==> src/rtl/mem_port_arbiter.sv <==
// Shares one single-ported memory between an instruction fetch port and a
// load/store data port. Data wins by default; a waiting fetch wins after STARVE_LIMIT data grants.
//
// state   | meaning
// IDLE    | arbitrate pending requests, no memory command driven
// GRANT_I | fetch read held on memory port until accepted
// GRANT_D | load or store held on memory port until accepted
// RESP_I  | read data returned to the fetch port
// RESP_D  | read data returned to the data port
module mem_port_arbiter #(
    parameter int WORD_SIZE    = 16,
    parameter int STARVE_LIMIT = 4
) (
    input  logic                 Clock,
    input  logic                 Reset,

    input  logic                 InstrReq,
    input  logic [WORD_SIZE-1:0] InstrAddr,
    output logic [WORD_SIZE-1:0] InstrIn,
    output logic                 InstrWaitreq,

    input  logic                 ReadData,
    input  logic                 WriteData,
    input  logic [WORD_SIZE-1:0] DataAddr,
    input  logic [WORD_SIZE-1:0] DataOut,
    output logic [WORD_SIZE-1:0] DataIn,
    output logic                 DataWaitreq,

    output logic [WORD_SIZE-1:0] MemAddr,
    output logic [WORD_SIZE-1:0] MemWdata,
    output logic                 MemRead,
    output logic                 MemWrite,
    input  logic [WORD_SIZE-1:0] MemRdata,
    input  logic                 MemWaitreq,

    output logic                 ProtoErr
);

    localparam logic [2:0] IDLE    = 3'd0;
    localparam logic [2:0] GRANT_I = 3'd1;
    localparam logic [2:0] GRANT_D = 3'd2;
    localparam logic [2:0] RESP_I  = 3'd3;
    localparam logic [2:0] RESP_D  = 3'd4;

    localparam int CW = $clog2(STARVE_LIMIT + 1);
    localparam logic [CW-1:0] LIMIT = CW'(STARVE_LIMIT);

    logic [2:0]    state;
    logic [2:0]    state_next;
    logic [CW-1:0] starve_cnt;
    logic          data_req;
    logic          pick_instr;
    logic          pick_data;
    logic          starved;
    logic          write_accept;

    assign data_req     = ReadData | WriteData;
    assign starved      = (starve_cnt == LIMIT);
    assign pick_instr   = InstrReq & (~data_req | starved);
    assign pick_data    = data_req & ~pick_instr;
    assign write_accept = (state == GRANT_D) & MemWrite & ~MemWaitreq;

    always_comb begin
        state_next = state;
        case (state)
            IDLE: begin
                if (pick_instr) begin
                    state_next = GRANT_I;
                end else if (pick_data) begin
                    state_next = GRANT_D;
                end
            end
            GRANT_I: begin
                if (!MemWaitreq) begin
                    state_next = RESP_I;
                end
            end
            GRANT_D: begin
                if (!MemWaitreq) begin
                    state_next = MemWrite ? IDLE : RESP_D;
                end
            end
            RESP_I:  state_next = IDLE;
            RESP_D:  state_next = IDLE;
            default: state_next = IDLE;
        endcase
    end

    always_ff @(posedge Clock) begin
        if (Reset) begin
            state      <= IDLE;
            starve_cnt <= '0;
            ProtoErr   <= 1'b0;
            MemAddr    <= '0;
            MemWdata   <= '0;
            MemRead    <= 1'b0;
            MemWrite   <= 1'b0;
        end else begin
            state <= state_next;
            case (state)
                IDLE: begin
                    if (pick_instr || !InstrReq) begin
                        starve_cnt <= '0;
                    end else if (pick_data && !starved) begin
                        starve_cnt <= starve_cnt + CW'(1);
                    end
                    if (ReadData && WriteData) begin
                        ProtoErr <= 1'b1;
                    end
                    if (pick_instr) begin
                        MemAddr  <= InstrAddr;
                        MemWdata <= '0;
                        MemRead  <= 1'b1;
                        MemWrite <= 1'b0;
                    end else if (pick_data) begin
                        // a conflicting load/store pair is served as a load
                        MemAddr  <= DataAddr;
                        MemWdata <= ReadData ? '0 : DataOut;
                        MemRead  <= ReadData;
                        MemWrite <= ~ReadData;
                    end
                end
                GRANT_I, GRANT_D: begin
                    if (!MemWaitreq) begin
                        MemAddr  <= '0;
                        MemWdata <= '0;
                        MemRead  <= 1'b0;
                        MemWrite <= 1'b0;
                    end
                end
                default: ;
            endcase
        end
    end

    // A requester that dropped its request still sees the response bus, but nobody consumes it.
    always_comb begin
        InstrIn      = (state == RESP_I) ? MemRdata : '0;
        DataIn       = (state == RESP_D) ? MemRdata : '0;
        InstrWaitreq = InstrReq & (state != RESP_I);
        DataWaitreq  = data_req & ~((state == RESP_D) | write_accept);
    end

endmodule

==> config.mk <==
export PLATFORM = sky130hd
export DESIGN_NAME = mem_port_arbiter
export DESIGN_NICKNAME = d
export VERILOG_FILES = /design/src/rtl/mem_port_arbiter.sv
export SDC_FILE = /design/constraint.sdc
export NUM_CORES = 1
export LEC_CHECK = 0
export ABC_CLOCK_PERIOD_IN_PS = 4250
export CAP_MARGIN = 10
export CORE_MARGIN = 1
export CORE_UTILIZATION = 30
export CTS_BUF_LIST = sky130_fd_sc_hd__clkbuf_16
export CTS_CLUSTER_DIAMETER = 40
export CTS_CLUSTER_SIZE = 12
export DETAILED_ROUTE_END_ITERATION = 7
export GPL_TIMING_DRIVEN = 0
export PLACE_DENSITY = 0.72
export SETUP_SLACK_MARGIN = 0.1
export SLEW_MARGIN = 15
export SYNTH_ARGS = -nofsm -noshare
export SYNTH_HDL_FRONTEND = slang
export SYNTH_SLANG_ARGS = --single-unit
==> constraint.sdc <==
create_clock -name Clock -period 4.25 [get_ports Clock]
set_clock_uncertainty 0.05 [all_clocks]
set_input_delay 0.85 -clock Clock [delete_from_list [all_inputs] [get_ports Clock]]
set_output_delay 0.85 -clock Clock [all_outputs]
set_load 0.1 [all_outputs]
* Word-level counts from Yosys, hierarchy flattened *
Index checks and enable logic that the tools add are counted.

cells by class
  $add $sub $neg = 1
  eq/ne operators = 10
  mux-type cells = 25
  bitwise logic cells = 14
  reductions and logical operators = 13

operators by type and width
  cell                   count
  $mux W16               8
  $pmux W16 S2           2
  $mux W3                7
  $pmux W3 S3            1
  $and A1 B1 Y1          6
  $eq A3 B2 Y1 const B   2
  $eq A3 B3 Y1 const B   2
  $ne A2 B2 Y1 const B   3
  $reduce_and A3 Y1      2
  $mux W1                5
  $not A1 Y1             5
  $pmux W1 S2            2
  $reduce_and A2 Y1      2
  $reduce_bool A2 Y1     2
  $add A3 B1 Y3 const B  1
  $eq A3 B1 Y1 const B   1
  $logic_not A3 Y1       1
  $ne A3 B2 Y1 const B   1
  $ne A3 B3 Y1 const B   1
  $or A1 B1 Y1           3
  $logic_and A1 B1 Y1    2
  $logic_not A1 Y1       2
  $reduce_or A2 Y1       1
  $logic_or A1 B1 Y1     1

storage, ports and cells
  register bits after elaboration = 41
  word-level logic and storage cells = 70

* Depth between registers and ports, before layout *
Gate-level depths: netlist of the first run.

  depth in word-level cells = 9
  mapped depth = 8

* Least setup slack after synthesis of the first run *
OpenSTA, ideal clock, no wires.

  kind = input port to output port
  start = input port MemWaitreq
  end = output port DataWaitreq
  data arrival time = 2.546 ns
  setup slack = 0.804 ns
  stages = 4
  buffers on the path = 0
  path through = nor2b_1 -> nand3_1 -> o21ai_0 -> a21oi_1

between the ends
  cells in the longest elaborated chain, start to end = 5

ends and longest elaborated chain
  item             line  source
  start, declared  34    input logic MemWaitreq,
  $not A1 Y1       61    assign write_accept = (state == GRANT_D) & MemWrite & ~MemWaitreq;
  $and A1 B1 Y1    61
  $or A1 B1 Y1     141   DataWaitreq = data_req & ~((state == RESP_D) | write_accept);
  $not A1 Y1       141
  $and A1 B1 Y1    141
  end, declared    27    output logic DataWaitreq,

No other way between the ends.

* Worst setup path in the final report of the first run *
Ends and elaborated chain as after synthesis.

==> results of run 1 <==
sequential cells by signal, indices dropped and copies added (netlist names):
register / flops
MemAddr: 16
MemRead: 1
MemWdata: 16
MemWrite: 1
ProtoErr: 1
starve_cnt: 3
state: 3
final cells by class:
class | count | area, um^2 | share of cell area
repair buffers | 138 | 1380 | 0.398
multi-input cells | 141 | 960 | 0.276
flip-flops and latches | 41 | 821 | 0.236
clock buffers | 5 | 125 | 0.0360
well taps | 75 | 93.8 | 0.0270
plain buffers | 13 | 66.3 | 0.0191
inverters | 4 | 15.0 | 0.00432
clock inverters | 2 | 12.5 | 0.00360
through the flow:
| stage | cell area, um^2 | utilization | worst slack, ns | hold slack, ns |
|---|---|---|---|---|
| floorplan | 1860 | - | 0.804 | 0.437 |
| global placement | 3340 | 0.560 | 0.451 | 0.386 |
| CTS | 3470 | 0.583 | 0.412 | 0.402 |
| detailed placement | 3340 | 0.560 | 0.456 | 0.394 |
| global route | 3470 | 0.583 | 0.266 | 0.416 |
| finish | 3470 | 0.583 | 0.445 | 0.397 |
placed cells by master, fill, tap and decap left out, types with 3 or more instances in the layout:
cell               n
a211oi_1           3
mux2i_1           17
inv_1              5
dfxtp_1           41
nand2_1           22
a22o_1            16
o21ai_1           13
and2_1            33
o21ai_0            5
buf_2              8
clkbuf_1           4
nor2_1             6
clkdlybuf4s50_1  138
clkbuf_16          5
kinds of logic after synthesis:
group	after synthesis	share of synthesized area
AOI/OAI and AO/OA	45	0.180
buffers and inverters	17	0.0437
adders and majority gates	2	0.0134
muxes	17	0.0914
and+or+nand+nor	74	0.216
xor gates and xnor gates	3	0.0141
DFF	41	0.441
tightest hold or removal path, cell delays in order, from the launching register on:
cell and delay (ns):
dfxtp_1 0.31, nand2_1 0.05, o21ai_1 0.05
power by group:
group	internal (uW)	total, uW	switching [uW]
Clock	213	350	137
Sequential	414	430	16.2
Combinational	146	455	309
Total	773	1240	463
worst max-delay path by stage:
| stage | end |
|---|---|
| floorplan | DataWaitreq |
| global placement | DataWaitreq |
| detailed placement | DataWaitreq |
| CTS | DataIn[5] |
| global route | DataIn[5] |
| finish | DataWaitreq |
per-layer routing:
metal  part of all wire  up-vias  global-route usage  wire [um]
met3               0.12        4              0.0562        641
met5                  0        -                   0          0
met1               0.37      850               0.161       1960
met4             0.0072        0              0.0393         38
met2               0.50       93               0.308       2620
li1                   -      973                   -          -
==> flow_metrics.py, run 1 <==
metrics = {
    "timing": {
        "fin_crit_sh": 0.895,
        "finalHoldViolCount": 0,
        "period_minus_slack_ns": 3.81,
        "finalSetupViolations": 0,
        "rsz0062_at_grt": "no",
        "final_max_slew_viol_count": 0,
        "worstMarginPinSlew_ns": 0.993,
        "slew_headroom": 0.336,
        "fmax_ghz": 0.263,
        "setup_tns_ns": 0,
    },
    "drt": {
        "antenna_left": 0,
        "vias": 1920,
        "drc_errors": 0,
        "vias_per_cell": 4.58,
        "drt_iter0_drc": 52,
        "wl_per_cell_um": 12.6,
        "drt_pre_antenna_iters": 4,
        "drt_wl_total_um": 5260,
    },
    "setup_path": {
        "crit_path_frequent_cell": "clkdlybuf4s50_1",
        "critPathRequiredTime_ns": 3.35,
        "r2r_start": "starve_cnt[0]",
        "crit_fanout": 3,
        "crit_start": "MemWaitreq",
        "slowest_delay_ns": 1.16,
        "timing.critical_path.cells": "clkdlybuf4s50_1 -> nor2b_1 -> nand3_1 -> o21ai_0 -> a21oi_1 -> clkdlybuf4s50_1",
        "arrival_ns": 2.91,
        "cp_top_family": "buffers and inverters",
        "path_class": "in2out",
        "path_buf_inv": 2,
        "r2r-end": "MemAddr[8]",
        "startpoint_type": "input pin",
        "cp.depth": 6,
        "slowest_stage": "clkdlybuf4s50_1",
        "reg2reg_slack_ns": 2.11,
        "critPathCaptureType": "primary output",
        "ff2ff_path_depth": 8,
    },
    "min_path": {
        "holdPathStages": 2,
        "hold_path.class": "reg2reg",
        "min_from": "MemAddr[2]",
        "hold_end": "MemAddr[2]",
    },
    "placed_design": {
        "dp_cells": 412,
        "port_buffers": 138,
        "dp_hpwl_um": 4230,
        "gp_congestion": 0.781,
    },
    "yosys": {
        "syn_area_per_cell_um2": 9.36,
        "synth_top_area_frac": 0.441,
        "seq_area_frac_synth": 0.441,
        "synth-seq-cells": 41,
        "synth_edf_count": 0,
        "netlist_area_um2": 1860,
        "netlist_top_cells_count": "dfxtp_1 (41), and2_1 (33), nand2_1 (22), mux2i_1 (17), a22o_1 (16)",
        "synth.most_common_cell": "dfxtp_1",
        "ys_async_sr_fraction": 0,
        "syn_inst": 199,
        "yosysTopAreaCell": "dfxtp_1",
        "yosysWarnings": 0,
        "syn_nets": 271,
        "ys_dominant_reg_cell": "dfxtp_1",
        "yosys-top-cells-area": "dfxtp_1 (44%), and2_1 (11%), mux2i_1 (9.1%), a22o_1 (7.5%), nand2_1 (4.4%)",
        "synth_cell_types": 33,
    },
    "floorplanning": {
        "die_area_um2": 6520,
        "rows": 28,
        "coreArea_um2": 5960,
        "die_w_um": 80.8,
        "initial_core_util": 0.313,
        "pin_count": 139,
        "die_y_um": 80.8,
    },
    "cells_and_area": {
        "drive_gt1_frac": 0.0581,
        "areaGrowthSynthToFinish_pct": 86.6,
        "diodes": 0,
        "fin_nets": 416,
        "final_cells": 419,
        "fillers": 549,
    },
    "cts": {
        "ctsHoldBuffers": 0,
        "cts_resized": 0,
        "post_cts_buffers": 0,
        "path_clk_slew_ns": 0.06,
        "cts_sinks": 41,
        "cts_buffers": 5,
        "cts-root-buf": "clkbuf_16",
        "cts_buffer_depth": 2,
        "cts_tree": "built",
        "htreeDepth": 2,
        "clk_latency_ns": 0.27,
    },
    "grt": {
        "grt_pass1_vias": 1836,
        "grt_pass1_wl_um": 8090,
        "grt_max_degree": 13,
        "antenna_found_initial": 0,
        "grt_usage": 0.159,
        "grt.overflow.total": 0,
    },
    "power": {
        "p_leak_uw": 0.00142,
        "total_power_uw": 1240,
        "worst_ir_drop_vdd_mv": 0.264,
        "powerDensity_nw_per_um2": 356,
    },
    "run": {
        "drv_cap": 0,
    },
    "status": {
        "outcome": "completed",
    },
}
(Power assumes the default switching activity.)
==> inputs of run 2 (changes only) <==
ABC_CLOCK_PERIOD_IN_PS = 3790   (was 4250)
clock period = 3.79 ns   (was 4.25 ns; I/O delays follow)
==> run 2 against run 1 <==
  * Routed wire length up 0.68%
  * Sequential share of layout area down 0.10 points
  * First-iteration DRC count up 19%
  * Clock power up 12%
  * Critical path type unchanged
  * Largest power group unchanged
  * Highest routed layer unchanged
==> flow_metrics.py, run 2 (synthesis gave the netlist of run 1 again) <==
metrics = {
    "status": {
        "outcome": "completed",
    },
    "min_path": {
        "hold_path.class": "reg2reg",
    },
    "setup_path": {
        "arrival_ns": 2.69,
        "critPathCaptureType": "primary output",
        "startpoint_type": "input pin",
        "slowest_delay_ns": 1.14,
        "critPathRequiredTime_ns": 2.98,
        "crit_path_frequent_cell": "clkdlybuf4s50_1",
        "timing.critical_path.cells": "clkdlybuf4s50_1 -> nor2b_1 -> clkdlybuf4s50_1",
        "path_class": "in2out",
        "slowest_stage": "clkdlybuf4s50_1",
        "crit_fanout": 7,
    },
    "cts": {
        "cts_buffer_depth": 2,
        "cts-root-buf": "clkbuf_16",
        "clk_latency_ns": 0.27,
        "cts_buffers": 5,
        "htreeDepth": 2,
        "path_clk_slew_ns": 0.06,
        "cts_tree": "built",
        "cts_sinks": 41,
        "ctsHoldBuffers": 0,
    },
    "timing": {
        "setup_tns_ns": 0,
        "worstMarginPinSlew_ns": 0.993,
        "fin_crit_sh": 0.922,
        "final_max_slew_viol_count": 0,
        "slew_headroom": 0.336,
        "finalSetupViolations": 0,
        "fmax_ghz": 0.286,
        "rsz0062_at_grt": "no",
        "finalHoldViolCount": 0,
        "period_minus_slack_ns": 3.50,
    },
    "floorplanning": {
        "pin_count": 139,
        "rows": 28,
        "die_y_um": 80.8,
        "die_w_um": 80.8,
        "die_area_um2": 6520,
        "initial_core_util": 0.313,
        "coreArea_um2": 5960,
    },
    "cells_and_area": {
        "fin_nets": 416,
        "final_cell_mix": "clkdlybuf4s50_1 (117), dfxtp_1 (41), and2_1 (33)",
        "layout_commonest_cell": "clkdlybuf4s50_1",
        "final_cells": 419,
        "areaGrowthSynthToFinish_pct": 87.4,
        "drive_gt1_frac": 0.0581,
        "largest_registers": "MemAddr (16), MemWdata (16)",
        "diodes": 0,
    },
    "power": {
        "powerDensity_nw_per_um2": 397,
        "p_seq_frac": 0.349,
        "worst_ir_drop_vdd_mv": 0.296,
        "share_comb_of_total_power": 0.368,
        "p_leak_uw": 0.00166,
        "p_int_uw": 865,
        "clock_power_share": 0.284,
        "switchingPower_uw": 519,
        "p_sw_frac": 0.375,
    },
    "placed_design": {
        "port_buffers": 138,
        "gp_congestion": 0.781,
        "dp_cells": 412,
        "dp_hpwl_um": 4230,
    },
    "run": {
        "drv_cap": 0,
    },
    "grt": {
        "grt_pass1_wl_um": 8090,
        "grt_pass1_vias": 1836,
        "grt_max_degree": 13,
        "grt_usage": 0.159,
        "antenna_found_initial": 0,
        "grt.overflow.total": 0,
    },
    "drt": {
        "vias_per_cell": 4.58,
        "drc_errors": 0,
        "drt_pre_antenna_iters": 4,
        "antenna_left": 0,
        "vias": 1920,
        "wl_per_cell_um": 12.6,
        "drt_iter0_drc": 62,
        "drt_wl_total_um": 5300,
    },
}
-- run 2: cell types whose count changed in the layout (fill, tap and decap cells not counted), sizes merged --
cell | previous run | this run
dlymetal6s2s | 0 | 11
clkdlybuf4s50 | 138 | 117
dlygate4sd2 | 0 | 10
-- run 2: layout make-up --
class                           count  area (um^2)
Sequential cell                    41          821
Buffer                             13         66.3
Timing Repair Buffer              138         1400
Inverter                            4         15.0
Clock buffer                        5          125
Clock inverter                      2         12.5
Multi-Input combinational cell    141          960
Tap cell                           75         93.8
Fill cell                         554         2470
-- run 2: routing by layer --
layer,up-vias,wire (um),share of wire,track usage
li1,974,-,-,-
met1,849,1980,0.37,0.161
met2,93,2620,0.49,0.308
met3,4,664,0.13,0.0562
met4,0,38,0.0072,0.0393
met5,-,0,0,0
-- run 2: critical path, delay by kind of cell --
family	cells	cell delay (ns)
buf+inv	2	1.76
simple gates	1	0.16
-- run 2: through the flow --
stage               instance area [um^2]   util  power, uW  hold slack (ns)  setup slack, ns
floorplan                           1860      -        836            0.437            0.528
global placement                    3340  0.560       1000            0.386            0.175
detailed placement                  3340  0.560       1000            0.394            0.180
CTS                                 3460  0.581       1400            0.402            0.150
global route                        3490  0.586       1440            0.416            0.178
finish                              3490  0.586       1380            0.397            0.295
-- run 2: repair_timing --
action                                 CTS  global route
setup endpoints to repair               10            11
cloned                                   0             0
setup buffers                            0             0
resized for setup                       10            11
endpoints found under the hold margin    0             0
pin swaps                                0             0
-- run 2: worst paths after layout --
check,from,endpoint,slack [ns],cells past startpoint
hold reg to reg,MemAddr[2],MemAddr[2],0.40,2
setup reg to reg,starve_cnt[0],MemAddr[8],1.66,8
setup / recovery,InstrReq,InstrWaitreq,0.29,3
hold / removal,MemAddr[2],MemAddr[2],0.40,2
-- run 2: power by group through the flow --
stage	registers (uW)	clock network [uW]	logic, uW
CTS	482	405	513
global route	487	423	530
detailed placement	491	0	514
global placement	490	0	510
floorplan	691	0	144
finish	483	393	509
